### config.mk
export PLATFORM = sky130hd
export DESIGN_NAME = cbus2axi_axi_eng
export DESIGN_NICKNAME = d
export VERILOG_FILES = /design/src/rtl/cbus2axi_axi_eng.sv
export SDC_FILE = /design/constraint.sdc
export NUM_CORES = 1
export LEC_CHECK = 0
export ABC_CLOCK_PERIOD_IN_PS = 3700
export BUFFER_PORTS_ARGS = -buffer_cell sky130_fd_sc_hd__buf_2
export CORE_MARGIN = 1.5
export CORE_UTILIZATION = 43
export DETAILED_ROUTE_END_ITERATION = 6
export PLACE_DENSITY = 0.78
export SLEW_MARGIN = 15
export SYNTH_ARGS = -nofsm -noshare
export SYNTH_HDL_FRONTEND = slang
export SYNTH_SLANG_ARGS = --single-unit
### constraint.sdc
create_clock -name aclk -period 3.7 [get_ports aclk]
set_clock_uncertainty 0.1 [all_clocks]
set_input_delay 0 -clock aclk [delete_from_list [all_inputs] [get_ports aclk]]
set_output_delay 0 -clock aclk [all_outputs]
set_load 0.1 [all_outputs]
### src/rtl/cbus2axi_axi_eng.sv
// CBUS-to-AXI engine: pops decoded commands and write beats, issues single-ID AXI bursts
// one at a time, and pushes read data. Optional saturating error counter: CBUS2AXI_ERR_CNT_EN.
module cbus2axi_axi_eng #(
   parameter int             IDW       = 4,
   parameter logic [IDW-1:0] AXI_ID    = '0,
   parameter int             MAX_BURST = 16,
   parameter int             CMD_DW    = 46,
   parameter int             DAT_DW    = 37,
   parameter int             RD_DW     = 35
) (
   input  logic              aclk,
   input  logic              areset_n,
   input  logic [CMD_DW-1:0] cwfifo_dataout,
   input  logic              cwfifo_empty,
   output logic              cwfifo_rd_op,
   input  logic [DAT_DW-1:0] dwfifo_dataout,
   input  logic              dwfifo_empty,
   output logic              dwfifo_rd_op,
   output logic [RD_DW-1:0]  rdfifo_datain,
   output logic              rdfifo_wr_op,
   input  logic              rdfifo_full,
   output logic [IDW-1:0]    awid,
   output logic [31:0]       awaddr,
   output logic [7:0]        awlen,
   output logic [2:0]        awsize,
   output logic [1:0]        awburst,
   output logic              awvalid,
   input  logic              awready,
   output logic [31:0]       wdata,
   output logic [3:0]        wstrb,
   output logic              wlast,
   output logic              wvalid,
   input  logic              wready,
   input  logic [1:0]        bresp,
   input  logic              bvalid,
   output logic              bready,
   output logic [IDW-1:0]    arid,
   output logic [31:0]       araddr,
   output logic [7:0]        arlen,
   output logic [2:0]        arsize,
   output logic [1:0]        arburst,
   output logic              arvalid,
   input  logic              arready,
   input  logic [31:0]       rdata,
   input  logic [1:0]        rresp,
   input  logic              rlast,
   input  logic              rvalid,
   output logic              rready,
   output logic              busy,
   output logic              err
`ifdef CBUS2AXI_ERR_CNT_EN
   ,
   output logic [7:0]        err_cnt
`endif
);

   typedef enum logic [2:0] {
      S_IDLE, S_LOAD, S_AW, S_W, S_B, S_AR, S_R
   } state_t;

   localparam logic [9:0] MAX_B       = 10'(MAX_BURST);
   localparam logic [1:0] BURST_FIXED = 2'b00;
   localparam logic [1:0] BURST_INCR  = 2'b01;

   state_t            state_q, state_d;
   logic [CMD_DW-1:0] cmd_q;
   logic [9:0]        rem_q;
   logic [31:0]       addr_q;
   logic [9:0]        beat_q;
   logic              fixed_q;
   logic              run_q;
   logic              err_q;

   logic [1:0]        cmd_amode;
   logic              cmd_rd;
   logic [8:0]        cmd_dwcnt;
   logic [31:0]       cmd_addr;
   logic [9:0]        blen;
   logic [9:0]        blen_m1;
   logic              last_burst;
   logic              beat_last;
   logic              w_hs, b_hs, r_hs, burst_done;
   logic              lastbit_err, err_evt;
   logic              unused_bits;

   assign cmd_amode = cmd_q[45:44];
   assign cmd_rd    = cmd_q[41];
   assign cmd_dwcnt = cmd_q[40:32];
   assign cmd_addr  = cmd_q[31:0];
   // first/last command flags are CBUS-side framing only; the engine never needs them
   assign unused_bits = ^{cmd_q[43:42], blen_m1[9:8]};

   assign blen       = (rem_q > MAX_B) ? MAX_B : rem_q;
   assign blen_m1    = blen - 10'd1;
   assign last_burst = (rem_q <= MAX_B);
   assign beat_last  = (beat_q == blen_m1);

   assign w_hs       = (state_q == S_W) & ~dwfifo_empty & wready;
   assign b_hs       = (state_q == S_B) & bvalid;
   assign r_hs       = (state_q == S_R) & rvalid & ~rdfifo_full;
   assign burst_done = b_hs | (r_hs & rlast);

   // The FIFO last bit must match the final beat of the whole command, not of each burst
   assign lastbit_err = w_hs & (dwfifo_dataout[DAT_DW-1] != (beat_last & last_burst));
   assign err_evt     = lastbit_err | (b_hs & (bresp != 2'b00)) | (r_hs & (rresp != 2'b00));

   assign awid   = AXI_ID;
   assign arid   = AXI_ID;
   assign awsize = 3'b010;
   assign arsize = 3'b010;
   assign err    = err_q;

   // NOTE: sequential state uses non-blocking assignments so every flop samples pre-edge values.
   always_ff @(posedge aclk or negedge areset_n) begin
      if (!areset_n) state_q <= S_IDLE;
      else           state_q <= state_d;
   end

   // NOTE: every always_comb output gets a default first, so no path can infer a latch.
   always_comb begin
      state_d       = state_q;
      cwfifo_rd_op  = 1'b0;
      dwfifo_rd_op  = 1'b0;
      rdfifo_wr_op  = 1'b0;
      rdfifo_datain = '0;
      awaddr        = '0;
      awlen         = '0;
      awburst       = '0;
      awvalid       = 1'b0;
      araddr        = '0;
      arlen         = '0;
      arburst       = '0;
      arvalid       = 1'b0;
      wdata         = '0;
      wstrb         = '0;
      wlast         = 1'b0;
      wvalid        = 1'b0;
      bready        = 1'b0;
      rready        = 1'b0;
      busy          = (state_q != S_IDLE);
      unique case (state_q)
         S_IDLE: begin
            // run_q holds off the first pop until the cycle after reset release
            if (run_q && !cwfifo_empty) begin
               cwfifo_rd_op = 1'b1;
               state_d      = S_LOAD;
            end
         end
         S_LOAD: state_d = cmd_rd ? S_AR : S_AW;
         S_AW: begin
            awvalid = 1'b1;
            awaddr  = addr_q;
            awlen   = blen_m1[7:0];
            awburst = fixed_q ? BURST_FIXED : BURST_INCR;
            if (awready) state_d = S_W;
         end
         S_W: begin
            wvalid       = ~dwfifo_empty;
            wdata        = dwfifo_dataout[31:0];
            wstrb        = dwfifo_dataout[35:32];
            wlast        = beat_last;
            dwfifo_rd_op = w_hs;
            if (w_hs && beat_last) state_d = S_B;
         end
         S_B: begin
            bready = 1'b1;
            if (bvalid) state_d = last_burst ? S_IDLE : S_AW;
         end
         S_AR: begin
            arvalid = 1'b1;
            araddr  = addr_q;
            arlen   = blen_m1[7:0];
            arburst = fixed_q ? BURST_FIXED : BURST_INCR;
            if (arready) state_d = S_R;
         end
         S_R: begin
            rready = ~rdfifo_full;
            if (r_hs) begin
               rdfifo_wr_op  = 1'b1;
               rdfifo_datain = RD_DW'({rlast, rresp, rdata});
               // rlast alone ends the burst; its beat position is not checked
               if (rlast) state_d = last_burst ? S_IDLE : S_AR;
            end
         end
         default: state_d = S_IDLE;
      endcase
   end

   always_ff @(posedge aclk or negedge areset_n) begin
      if (!areset_n) begin
         cmd_q   <= '0;
         rem_q   <= '0;
         addr_q  <= '0;
         beat_q  <= '0;
         fixed_q <= 1'b0;
         run_q   <= 1'b0;
         err_q   <= 1'b0;
      end else begin
         run_q <= 1'b1;
         err_q <= err_q | err_evt;
         if (cwfifo_rd_op) cmd_q <= cwfifo_dataout;
         unique case (state_q)
            S_LOAD: begin
               rem_q   <= (cmd_dwcnt == 9'd0) ? 10'd1 : {1'b0, cmd_dwcnt};
               addr_q  <= {cmd_addr[31:2], 2'b00};
               fixed_q <= (cmd_amode == 2'b01);
            end
            S_AW:    if (awready) beat_q <= '0;
            S_W:     if (w_hs)    beat_q <= beat_q + 10'd1;
            default: ;
         endcase
         if (burst_done) begin
            rem_q <= rem_q - blen;
            if (!fixed_q) addr_q <= addr_q + {20'd0, blen, 2'b00};
         end
      end
   end

`ifdef CBUS2AXI_ERR_CNT_EN
   logic [7:0] err_cnt_q;

   always_ff @(posedge aclk or negedge areset_n) begin
      if (!areset_n)                         err_cnt_q <= '0;
      else if (err_evt && err_cnt_q != 8'hFF) err_cnt_q <= err_cnt_q + 8'd1;
   end

   assign err_cnt = err_cnt_q;
`endif

endmodule

==> metrics.csv <==
metric,value,unit
first_iter_violations,610,
synth-edff-count,0,
grt_pass1_wl,34.2,mm
hold_viol_final,0,
reg2reg_to,addr_q[16],
power_density,701,nW/um^2
n_antenna_cell,0,
die_h,127,um
peakVddDrop,0.742,mV
drive_above_1_share,0.300,
period_needed,3430,ps
critPathCaptureType,flip-flop,
synth_seq_cells,100,
yosys_warnings,0,
drt_drc_violations_left,0,
rows,45,
start_kind,flip-flop,
grt.total_usage,0.268,
ios,310,
cts_tree,built,
rr_worst_depth,14,
hold_slack,51.5,ps
yosys_most_used_dff,dfrtp_1,
final-setup-viol-count,0,
yosysUniqueCellTypes,67,
finalNonFillerCells,1374,
timing.max_cap.violations,0,
worst_pin_slew,890,ps
clkLatencyLatePin,340,ps
gp_congestion,0.899,
fmaxAchievable,0.292,GHz
die_area,16200,um^2
reg2reg_from,rem_q[4],
worstPathMaxFanout,5,
drt-total-wl,22.3,mm
clk_path_buf_depth,2,
wl_per_cell,16.2,um
p_leak,0.00498,uW
cts-root-buf,clkbuf_16,
antenna_found_initial,0,
clk_pin_slew,60,ps
max_stage_delay,560,ps
dpl.hpwl,16.0,mm
ant_nets,0,
coreArea,15100,um^2
slew_violations,0,
firstDrtPassIters,5,
io_buffer_count,289,
syn_to_final_growth,37.4,%
dp_cells,1308,
synthCells,853,
vias_per_cell,5.38,
hold_class,in -> async,
fin_nets,1326,
synthArstFlopShare,1.00,
cts.sinks,100,
htree_levels,3,
required,3880,ps
relSlewSlack,0.407,
syn_area,6630,um^2
status,"finished, final reports clean",
critPathTopFamily,simple AND/OR/NAND/NOR gates,
path_class,reg -> reg,
crit_chain,or4_4 -> nor2_2 -> nand2_1 -> inv_2 -> ha_1 -> inv_1 -> fa_2 -> nor2b_2 -> o21a_1 -> o2111ai_2 -> a31oi_4 -> nand3_1 -> o211ai_1 -> o221a_2,
first_global_vias,6669,
path_buf_inv,2,
grt_start_max_net_pins,43,
arrival,3610,ps
slowest_stage,or4_4,
avgSynthCellArea,7.78,um^2
power,6390,uW
reg2reg_slack,270,ps
yosysSeqAreaShare,0.377,
fin_util,0.601,
gr-total-overflow,0,
die_x,127,um
start_util,0.438,
vias,7388,
fin_crit_sh,0.927,
cts_inserted_buffers,9,
rsz0062_at_grt,false,
==> routing by layer <==
layer	GRT usage	share of wire	vias up
met2	0.440	0.47	331
met1	0.365	0.43	3481
li1	-	-	3540
met4	0.103	0.028	0
met5	0	0	-
met3	0.0297	0.065	36
==> state kept, by name, summed over array words and instances, names as in the netlist <==
name	count
cmd_q	42
addr_q	32
beat_q	10
rem_q	10
state_q	3
err	1
fixed_q	1
run_q	1
==> worst max path at each step <==
stage | cells after the start | slack, ps | to | start
global placement | 14 | 160 | addr_q[18] | rem_q[4]
floorplan | 12 | -50 | wlast | rem_q[5]
detailed placement | 14 | 60 | addr_q[18] | rem_q[4]
finish | 14 | 270 | addr_q[16] | rem_q[4]
global route | 14 | 30 | addr_q[18] | rem_q[4]
CTS | 14 | 40 | addr_q[18] | rem_q[4]
==> worst register-to-register path, stage by stage, from the launching register on <==
cell       delay (ps)
dfrtp_1           380
or4_4             560
nor2_2            120
nand2_1           100
inv_2              90
ha_1              180
inv_1              60
fa_2              360
nor2b_2           120
o21a_1            170
o2111ai_2         140
a31oi_4           280
nand3_1           250
o211ai_1          260
o221a_2           200
==> metrics by stage <==
stage          worst slack [ps]  area, um^2  setup TNS [ps]
6_report                    271        9110               0
5_1_grt                    25.3        9110               0
4_1_cts                    42.4        9050               0
3_5_place_dp               60.6        8290               0
3_3_place_gp                162        8290               0
2_1_floorplan             -54.3        6720           -54.3
==> placed cells by master (no fill, tap or decap), drive strengths merged, types with 6 or more instances in the layout <==
cell type      n
buf          315
nand2        193
and2         101
dfrtp        100
nor2          69
dlygate4sd3   49
and3          42
o21ai         33
a21oi         27
nor3          27
conb          23
nand3         16
inv           16
a31oi         14
clkbuf        14
a211oi        13
ha            13
nor4           8
o22ai          7
nand4          7
nand2b         6
o21a           6
nor2b          6
==> cells by family (layout without fill, tap and decap cells) <==
family          Yosys count  in the layout  synth area share
compound gates          148            148             0.152
xor+xnor                 10             10            0.0132
fa+ha+maj                14             14            0.0275
buf+inv                  85            397            0.0583
flops                   100            100             0.377
mux                       3              3           0.00453
other cells               2             23           0.00113
simple gates            491            491             0.366
==> Yosys cell counts, types with 3 or more instances <==
| library cell | instances | area share |
|---|---|---|
| nand2_1 | 193 | 0.11 |
| and2_1 | 101 | 0.095 |
| dfrtp_1 | 100 | 0.38 |
| nor2_1 | 69 | 0.039 |
| clkbuf_1 | 49 | 0.028 |
| and3_1 | 42 | 0.040 |
| o21ai_0 | 32 | 0.024 |
| a21oi_1 | 27 | 0.020 |
| nor3_1 | 27 | 0.020 |
| buf_4 | 16 | 0.018 |
| inv_1 | 16 | 0.0091 |
| nand3_1 | 16 | 0.012 |
| a31oi_1 | 14 | 0.013 |
| a211oi_1 | 13 | 0.015 |
| ha_1 | 13 | 0.025 |
| o22ai_1 | 7 | 0.0066 |
| nand2b_1 | 6 | 0.0057 |
| nand4_1 | 6 | 0.0057 |
| nor2b_1 | 6 | 0.0057 |
| o21a_1 | 6 | 0.0068 |
| a311oi_1 | 5 | 0.0066 |
| o211ai_1 | 5 | 0.0057 |
| or3_1 | 5 | 0.0047 |
| xnor2_1 | 5 | 0.0066 |
| xor2_1 | 5 | 0.0066 |
| nor4_1 | 4 | 0.0038 |
| a21o_1 | 3 | 0.0034 |
| mux2i_1 | 3 | 0.0045 |
| nor4_2 | 3 | 0.0057 |
| o221a_2 | 3 | 0.0051 |
==> where the power goes <==
part,total [uW],internal [uW],switching [uW]
Combinational,3890,844,3040
Clock,896,491,405
Sequential,1600,1300,303
Total,6390,2640,3750
==> cell type report <==
class / instances / area [um^2]
Fill cell: 1388 / 6040
Timing Repair Buffer: 364 / 2150
Clock inverter: 1 / 7.51
Clock buffer: 14 / 264
Inverter: 18 / 67.6
Multi-Input combinational cell: 689 / 3880
Tap cell: 188 / 235
Sequential cell: 100 / 2500
==> repair_timing <==
action                     CTS  global route
gates resized for setup      0            12
buffers inserted             0             2
hold buffers                49             0
hold endpoints to repair    78             0
setup endpoints to repair    0            18
Note: power is estimated with default switching activity, not from simulation.
